===== src/rtl/usi_dma_pkg.sv =====
// Shared types and sizing helpers for the USI <-> DMAC handshake bridge.
package usi_dma_pkg;

    typedef enum logic [1:0] {
        IDLE = 2'd0,
        REQ  = 2'd1,
        HOLD = 2'd2
    } hs_state_e;

    localparam int TIMEOUT_CYC_DEF = 1024;

    // Width needed to hold 0..cyc; never below one bit so a disabled (0) setting still elaborates.
    function automatic int timer_w(input int cyc);
        return (cyc < 1) ? 1 : $clog2(cyc + 1);
    endfunction

    localparam int TIMER_W = timer_w(TIMEOUT_CYC_DEF);

endpackage


===== src/rtl/usi_dma_hs_chan.sv =====
// One direction of the bridge: request FSM, shared REQ/HOLD timer, burst counter and sticky flags.
module usi_dma_hs_chan
    import usi_dma_pkg::*;
#(
    parameter int TIMEOUT_CYC = 1024,
    parameter int GAP_CYC     = 4,
    parameter int CNT_W       = 16
) (
    input  logic             clk_i,
    input  logic             rst_i,
    input  logic             en_i,
    input  logic             clr_i,
    input  logic             trust_i,
    input  logic             usi_req_i,
    input  logic             dmac_ack_i,
    input  logic             dmac_sec_i,
    output logic             usi_ack_o,
    output logic             dmac_req_o,
    output logic [CNT_W-1:0] cnt_o,
    output logic             err_to_o,
    output logic             sec_viol_o
);

    // The same counter times the REQ watchdog and the HOLD gap, so it is sized for the larger of the two.
    localparam int TO_W    = timer_w(TIMEOUT_CYC);
    localparam int GAP_EFF = (GAP_CYC < 1) ? 1 : GAP_CYC;
    localparam int GAP_W   = timer_w(GAP_EFF);
    localparam int CYC_W   = (TO_W > GAP_W) ? TO_W : GAP_W;
    localparam bit TO_EN   = (TIMEOUT_CYC > 0);
    localparam logic [CYC_W-1:0] TO_LAST  = CYC_W'((TIMEOUT_CYC > 0) ? TIMEOUT_CYC - 1 : 0);
    localparam logic [CYC_W-1:0] GAP_LAST = CYC_W'(GAP_EFF - 1);

    hs_state_e        state_q, state_d;
    logic [CYC_W-1:0] timer_q, timer_d;
    logic [CNT_W-1:0] cnt_q, cnt_d;
    logic             usiAck_q, errTo_q, secViol_q;
    logic             allowed, startEvt, violEvt, ackEvt, toEvt, gapDone;

    // State register; reset returns to IDLE so dmac_req drops the cycle after rst.
    always_ff @(posedge clk_i) begin
        if (rst_i) state_q <= IDLE;
        else       state_q <= state_d;
    end

    // Next state: a started burst always ends by ack or timeout, independent of en/usi_req.
    always_comb begin
        state_d = state_q;
        case (state_q)
            IDLE:    if (startEvt) state_d = REQ;
            REQ:     if (ackEvt) state_d = HOLD;
                     else if (toEvt) state_d = IDLE;
            HOLD:    if (gapDone) state_d = IDLE;
            default: state_d = IDLE;
        endcase
    end

    // Outputs and event decode; trust and channel security only matter when leaving IDLE.
    always_comb begin
        allowed    = !trust_i || dmac_sec_i;
        startEvt   = (state_q == IDLE) && en_i && usi_req_i && allowed;
        violEvt    = (state_q == IDLE) && en_i && usi_req_i && !allowed;
        ackEvt     = (state_q == REQ) && dmac_ack_i;
        toEvt      = TO_EN && (state_q == REQ) && !dmac_ack_i && (timer_q == TO_LAST);
        gapDone    = (state_q == HOLD) && (timer_q == GAP_LAST);
        dmac_req_o = (state_q == REQ);
    end

    // Datapath next values: timer restarts on every state change; a set beats clr, an increment after clr gives 1.
    always_comb begin
        timer_d = timer_q + 1'b1;
        if (state_q == IDLE || state_d != state_q) timer_d = '0;
        cnt_d = cnt_q;
        if (ackEvt)     cnt_d = clr_i ? CNT_W'(1) : cnt_q + 1'b1;
        else if (clr_i) cnt_d = '0;
    end

    // Datapath registers: timer, counter, ack pulse and sticky flags.
    always_ff @(posedge clk_i) begin
        if (rst_i) begin
            timer_q   <= '0;
            cnt_q     <= '0;
            usiAck_q  <= 1'b0;
            errTo_q   <= 1'b0;
            secViol_q <= 1'b0;
        end else begin
            timer_q   <= timer_d;
            cnt_q     <= cnt_d;
            usiAck_q  <= ackEvt;
            errTo_q   <= toEvt || (errTo_q && !clr_i);
            secViol_q <= violEvt || (secViol_q && !clr_i);
        end
    end

    assign usi_ack_o  = usiAck_q;
    assign cnt_o      = cnt_q;
    assign err_to_o   = errTo_q;
    assign sec_viol_o = secViol_q;

endmodule


===== src/rtl/usi_dma_hs_bridge.sv =====
// Bridge top: two independent handshake channels plus the registered interrupt.
module usi_dma_hs_bridge
    import usi_dma_pkg::*;
#(
    parameter int TIMEOUT_CYC = 1024,
    parameter int GAP_CYC     = 4,
    parameter int CNT_W       = 16
) (
    input  logic             clk_i,
    input  logic             rst_i,
    input  logic             en_i,
    input  logic             clr_i,
    input  logic             tipc_trust_i,
    input  logic             usi_req_tx_i,
    input  logic             usi_req_rx_i,
    output logic             usi_ack_tx_o,
    output logic             usi_ack_rx_o,
    output logic             dmac_req_tx_o,
    output logic             dmac_req_rx_o,
    input  logic             dmac_ack_tx_i,
    input  logic             dmac_ack_rx_i,
    input  logic             dmac_sec_tx_i,
    input  logic             dmac_sec_rx_i,
    output logic [CNT_W-1:0] cnt_tx_o,
    output logic [CNT_W-1:0] cnt_rx_o,
    output logic [1:0]       err_to_o,
    output logic [1:0]       sec_viol_o,
    output logic             irq_o
);

    logic irq_q;

    usi_dma_hs_chan #(.TIMEOUT_CYC(TIMEOUT_CYC), .GAP_CYC(GAP_CYC), .CNT_W(CNT_W)) uChanTx (
        .clk_i      (clk_i),
        .rst_i      (rst_i),
        .en_i       (en_i),
        .clr_i      (clr_i),
        .trust_i    (tipc_trust_i),
        .usi_req_i  (usi_req_tx_i),
        .dmac_ack_i (dmac_ack_tx_i),
        .dmac_sec_i (dmac_sec_tx_i),
        .usi_ack_o  (usi_ack_tx_o),
        .dmac_req_o (dmac_req_tx_o),
        .cnt_o      (cnt_tx_o),
        .err_to_o   (err_to_o[0]),
        .sec_viol_o (sec_viol_o[0])
    );

    usi_dma_hs_chan #(.TIMEOUT_CYC(TIMEOUT_CYC), .GAP_CYC(GAP_CYC), .CNT_W(CNT_W)) uChanRx (
        .clk_i      (clk_i),
        .rst_i      (rst_i),
        .en_i       (en_i),
        .clr_i      (clr_i),
        .trust_i    (tipc_trust_i),
        .usi_req_i  (usi_req_rx_i),
        .dmac_ack_i (dmac_ack_rx_i),
        .dmac_sec_i (dmac_sec_rx_i),
        .usi_ack_o  (usi_ack_rx_o),
        .dmac_req_o (dmac_req_rx_o),
        .cnt_o      (cnt_rx_o),
        .err_to_o   (err_to_o[1]),
        .sec_viol_o (sec_viol_o[1])
    );

    // Interrupt is a registered OR of the sticky flags, so it trails them by one cycle.
    always_ff @(posedge clk_i) begin
        if (rst_i) irq_q <= 1'b0;
        else       irq_q <= |{err_to_o, sec_viol_o};
    end

    assign irq_o = irq_q;

endmodule

===== config.mk =====
export PLATFORM = sky130hd
export DESIGN_NAME = usi_dma_hs_bridge
export DESIGN_NICKNAME = d
export VERILOG_FILES = /design/src/rtl/usi_dma_pkg.sv /design/src/rtl/usi_dma_hs_chan.sv /design/src/rtl/usi_dma_hs_bridge.sv
export SDC_FILE = /design/constraint.sdc
export NUM_CORES = 1
export LEC_CHECK = 0
export BUFFER_PORTS_ARGS = -buffer_cell sky130_fd_sc_hd__buf_2
export CORE_MARGIN = 2
export CORE_UTILIZATION = 28
export CTS_CLUSTER_DIAMETER = 200
export DETAILED_ROUTE_END_ITERATION = 10
export PLACE_DENSITY_LB_ADDON = 0.12
export SYNTH_ARGS = -nofsm -noshare
export SYNTH_HDL_FRONTEND = slang
export SYNTH_SLANG_ARGS = --single-unit
export TNS_END_PERCENT = 50

===== constraint.sdc =====
create_clock -name clk_i -period 2.8 [get_ports clk_i]
set_input_delay 0.14 -clock clk_i [delete_from_list [all_inputs] [get_ports clk_i]]
set_output_delay 0.14 -clock clk_i [all_outputs]
set_load 0.02 [all_outputs]

* After elaboration in Yosys (flattened, before gate mapping)
Cells that the tools add are included.
Word-level totals: bits in registers 65, bits of input ports 11, output and inout bits 41
Operators by class: add/sub/neg operators 4, eq/ne operators 10, muxes and demuxes 15, reduce and logical (&&, ||, !) cells 41
Operator list (number):
- 16-bit two-way mux | 5
- 16-bit by 1-bit adder with 16-bit output (second input constant) | 2
- 11-bit by 1-bit adder with 11-bit output (second input constant) | 2
- 11-bit by 10-bit == test with 1-bit output (second input constant) | 2
- 11-bit by 2-bit == test with 1-bit output (second input constant) | 2
- 1-bit logical AND | 20
- 2-bit two-way mux | 8
- 2-bit one-hot mux with 3 select lines | 2
- 1-bit logical OR | 8
- 1-bit zero test | 6
- 2-bit by 1-bit == test with 1-bit output (second input constant) | 2
- 2-bit == test (second input constant) | 2
- 2-bit zero test | 2
- 2-bit != test | 2
- 2-bit nonzero test | 2
- 2-bit OR reduction | 2
- 4-bit OR reduction | 1

* Logic depth before layout (Yosys ltp)
depth in word-level cells 9, mapped depth 7, mapped depth without buffers 5

* Modules after synthesis
Synthesis repeated with hierarchy kept, for this count alone.
Unflattened totals: cells, all modules 325, area total of the unflattened synthesis 2895.3 um^2
By module, submodules not included:
- usi_dma_hs_chan | times used 2, cells an instance 161, area an instance 1432.6 um^2
- usi_dma_hs_bridge | times used 1, cells an instance 3, area an instance 30.0 um^2

* Least setup slack after synthesis
OpenSTA, ideal clock, no wires.
path type reg-to-reg, start register uChanRx.cnt_q[3], in the netlist uChanRx.cnt_o[3], end register uChanRx.cnt_q[15], in the netlist uChanRx.cnt_o[15], data arrival time 1.725 ns, data required time 2.730 ns, slack 1.005 ns, stages on the path, launching flop included 5, clock period less this slack 1.795 ns, cells stage by stage dfxtp_1 -> nand4_1 -> or4_4 -> or3_1 -> a21oi_1
On the way: word-level cells in the longest chain between the ends 3
Ends and longest elaborated chain:
- from (decl) | line usi_dma_hs_chan.sv:35 | logic [CNT_W-1:0] cnt_q, cnt_d;
- from (signal assigned) | line usi_dma_hs_chan.sv:87 | cnt_q <= cnt_d;
- 16-bit by 1-bit adder with 16-bit output | line usi_dma_hs_chan.sv:73 | if (ackEvt) cnt_d = clr_i ? CNT_W'(1) : cnt_q + 1'b1;
- 16-bit two-way mux (2 in series) | line usi_dma_hs_chan.sv:73
Every way passes these cells. A chain may end at the register's enable or synchronous reset.

* Worst setup path after layout
start register uChanRx.state_q[0], end register uChanRx.cnt_q[15], in the netlist uChanRx.cnt_o[15]
On the way: word-level cells in the longest chain between the ends 3, elaborated cells on any way between the ends 4, classes of those cells eq/ne (1); mux (1); reduce/logical (2)
Ends and longest elaborated chain:
- from (decl) | line usi_dma_hs_chan.sv:33 | hs_state_e state_q, state_d;
- from (signal assigned) | line usi_dma_hs_chan.sv:42 | else state_q <= state_d;
- 2-bit by 1-bit == test with 1-bit output (*) | line usi_dma_hs_chan.sv:62 | ackEvt = (state_q == REQ) && dmac_ack_i;
- 1-bit logical AND (*) | line usi_dma_hs_chan.sv:62
- 16-bit two-way mux / 2-bit nonzero test (equally long branches)
Every way passes the cells marked *; elsewhere a longest branch is shown, timed or not.

==> results.json <==
{
  "ios": 52,
  "routed_wl_um": 6728,
  "required_ns": 3.07,
  "fin_nets": 390,
  "seqCellArea_mm2": 0.001301,
  "synth-compound-area-share_pct": 6.910,
  "rsz0062_at_grt": "false",
  "setup_viol": 0,
  "ant_nets": 0,
  "dr.pass1.iters": 4,
  "hold_buffers": 0,
  "synth-adder-area-share_pct": 1.696,
  "top_usage_layer": "met2",
  "slowest_delay_ns": 0.61,
  "sequentialPowerShare_pct": 53.1,
  "clkPwrFrac_pct": 43.2,
  "outcome": "complete, no violations",
  "yosys.area_share.simple_pct": 32.09,
  "crit_buf_inv": 0,
  "ys_async_sr_fraction_pct": 0,
  "io_buffers": 51,
  "crit_family": "simple AND/OR/NAND/NOR gates",
  "synthCells": 330,
  "ys_warn_count": 0,
  "path_clk_slew_ns": 0.08,
  "routedWlPerCell_um": 13.06,
  "vias": 2428,
  "startpoint_type": "flop",
  "swShare_pct": 23.41,
  "drv_slew": 0,
  "crit_slowest_cell": "or4_4",
  "hold_ws_ns": 0.1170,
  "die_w_um": 106.7,
  "grt.met2_usage_pct": 20.79,
  "hpwl_um": 4745,
  "cts_root_buf": "clkbuf_8",
  "num_antenna_cells": 0,
  "antenna_found_initial": 0,
  "start_util_pct": 28.72,
  "ys_seq_area_share_pct": 44.09,
  "crit_type": "reg -> reg",
  "multi_input_area_mm2": 0.001528,
  "synth-xor-area-share_pct": 10.39,
  "ys_types": 46,
  "fin_crit_sh_pct": 65.93,
  "via_per_inst": 4.715,
  "cts_buffers": 9,
  "netlist_area_mm2": 0.002952,
  "cp-end-kind": "flop",
  "postPlaceCellArea_mm2": 0.003284,
  "syn2layout_area_growth_pct": 17.51,
  "worstSkewPairLatency_ns": 0.34,
  "dieArea_mm2": 0.01138,
  "internal-power_w": 0.001354,
  "synthMuxAreaShare_pct": 0.6783,
  "synth_top_flop_cell": "dfxtp_1",
  "fillers": 1129,
  "setup-tns-final_ns": 0,
  "p_leak_nw": 1.263,
  "vdd_drop_max_mv": 0.2085,
  "floorplan.rows": 37,
  "path_cells": "nand3b_4, or4_4, or3_1, a21oi_1",
  "critPathMaxFanout": 10,
  "drive_gt1_share_pct": 21.37,
  "reg2reg_slack_ns": 0.95,
  "grt_max_degree": 31,
  "finalHoldViolations": 0,
  "grt_usage_pct": 12.65,
  "critical_path_arrival_ns": 2.12,
  "slew_headroom_pct": 49.98,
  "post-cts-setup-buffers": 0,
  "syn_area_per_cell_um2": 8.944,
  "final_cell_mix": "dfxtp_1 (65), buf_2 (51), nor2_1 (35), xnor2_1 (21), a21oi_1 (19)",
  "final_common_cell": "dfxtp_1",
  "cts_tree": "built",
  "fin_area_mm2": 0.003468,
  "hold_class": "in -> reg",
  "synth_edf_count": 0,
  "cts_htree_levels": 3,
  "grt_pass1_wl_um": 11370,
  "drtIter0Drc": 69,
  "synth_top_family_by_area": "simple AND/OR/NAND/NOR gates",
  "switchingPower_w": 0.0004141,
  "fin_skew_ns": 0.009138,
  "route.detailed.drc": 0,
  "place_congestion": 0.6973,
  "met3_usage_pct": 4.255,
  "die_h_um": 106.7,
  "min_period_ns": 1.846,
  "p_per_area_mw_per_mm2": 509.9,
  "cap_violations": 0,
  "grt_pass1_vias": 2408,
  "use_met1_pct": 15.43,
  "max_freq_mhz": 541.7,
  "pwr-share-comb_pct": 3.7,
  "ys_ff_latch": 65,
  "ctsResizeCount": 0,
  "core_area_mm2": 0.01028,
  "grt-ovfl-total": 0,
  "postSynthNetCount": 345,
  "tightest_slew_ns": 0.7476,
  "cts_sinks": 65,
  "clock_path_buffers": 2
}
## cells by family after synthesis
family                     after synthesis
AOI/OAI and AO/OA                       37
adders and majority gates                4
and+or+nand+nor                        163
DFF                                     65
xor gates and xnor gates                35
muxes                                    2
buffers and inverters                   24
## per-stage QoR
| stage | cells | setup slack (ns) | total power [W] | util [%] |
|---|---|---|---|---|
| 4_1_cts | 515 | 0.9330 | 0.001805 | 33.75 |
| 6_report | 515 | 0.9540 | 0.001769 | 33.75 |
| 2_1_floorplan | 330 | 1.005 | 0.001003 | - |
| 5_1_grt | 515 | 0.7643 | 0.001855 | 33.75 |
| 3_3_place_gp | 500 | 0.9895 | 0.001027 | 31.96 |
| 3_5_place_dp | 500 | 0.9513 | 0.001026 | 31.96 |
## power groups by stage
stage / Combinational [W] / Sequential (W) / Clock (W)
finish: 0.0000658 / 0.000938 / 0.000765
global route: 0.0000734 / 0.000939 / 0.000843
CTS: 0.0000671 / 0.000938 / 0.000800
detailed placement: 0.0000666 / 0.000960 / 0
global placement: 0.0000671 / 0.000960 / 0
floorplan: 0.0000448 / 0.000959 / 0
## worst paths after layout
kind / end / cells after the start / from
worst max-delay path: uChanRx.cnt_o[15] / 4 / uChanRx.state_q[0]
worst min-delay path: uChanTx.sec_viol_o / 3 / tipc_trust_i
worst max register to register: uChanRx.cnt_o[15] / 4 / uChanRx.state_q[0]
worst min register to register: uChanTx.timer_q[0] / 1 / uChanTx.timer_q[0]
## area by class of cell
class / count / area share (%)
Clock buffer: 9 / 3.571
Inverter: 6 / 0.6493
Sequential cell: 65 / 37.52
Clock inverter: 6 / 1.732
Multi-Input combinational cell: 241 / 44.05
Tap cell: 136 / 4.906
Timing Repair Buffer: 52 / 7.576
## per-layer routing
| layer | vias up | part of all wire, % |
|---|---|---|
| met5 | - | 0 |
| met3 | 6 | 4.0 |
| met1 | 1125 | 48 |
| met4 | 0 | 1.1 |
| li1 | 1259 | - |
| met2 | 38 | 47 |
## synth_stat cells, types with 2 or more instances
cell      number  share of area (%)
a21oi_1       19                3.2
and2_1         2               0.42
and3_1         3               0.64
and4_1         4                1.2
buf_2          2               0.34
buf_4          6                1.5
clkbuf_1       9                1.1
dfxtp_1       65                 44
ha_1           4                1.7
inv_1          6               0.76
mux2i_1        2               0.68
nand2_1       16                2.0
nand2b_1       8                1.7
nand3_1       17                2.9
nand3b_1       3               0.76
nand3b_4       2                1.4
nand4_1       12                2.5
nor2_1        35                4.5
nor2b_1        3               0.64
nor3_1        13                2.2
nor4_1        14                3.0
nor4b_1        3               0.89
o21ai_0       11                1.9
o31ai_1        2               0.51
or2_2          3               0.64
or3_1         10                2.1
or4_1          3               0.76
or4_4          2               0.76
xnor2_1       21                6.2
xor2_1        14                4.2
## state kept, by name, summed over array words and instances, names as in the netlist
| register | flops |
|---|---|
| uChanRx.usi_ack_o | 1 |
| uChanRx.timer_q | 11 |
| uChanTx.state_q | 2 |
| uChanTx.sec_viol_o | 1 |
| uChanRx.state_q | 2 |
| uChanTx.err_to_o | 1 |
| irq_o | 1 |
| uChanTx.cnt_o | 16 |
| uChanRx.err_to_o | 1 |
| uChanTx.usi_ack_o | 1 |
| uChanRx.cnt_o | 16 |
| uChanTx.timer_q | 11 |
| uChanRx.sec_viol_o | 1 |
## tightest hold or removal path, cell delays in order
cell	delay, ns
buf_2	0.12
nand3b_1	0.09
a21oi_1	0.05
Note: power is estimated with default switching activity, not from simulation.
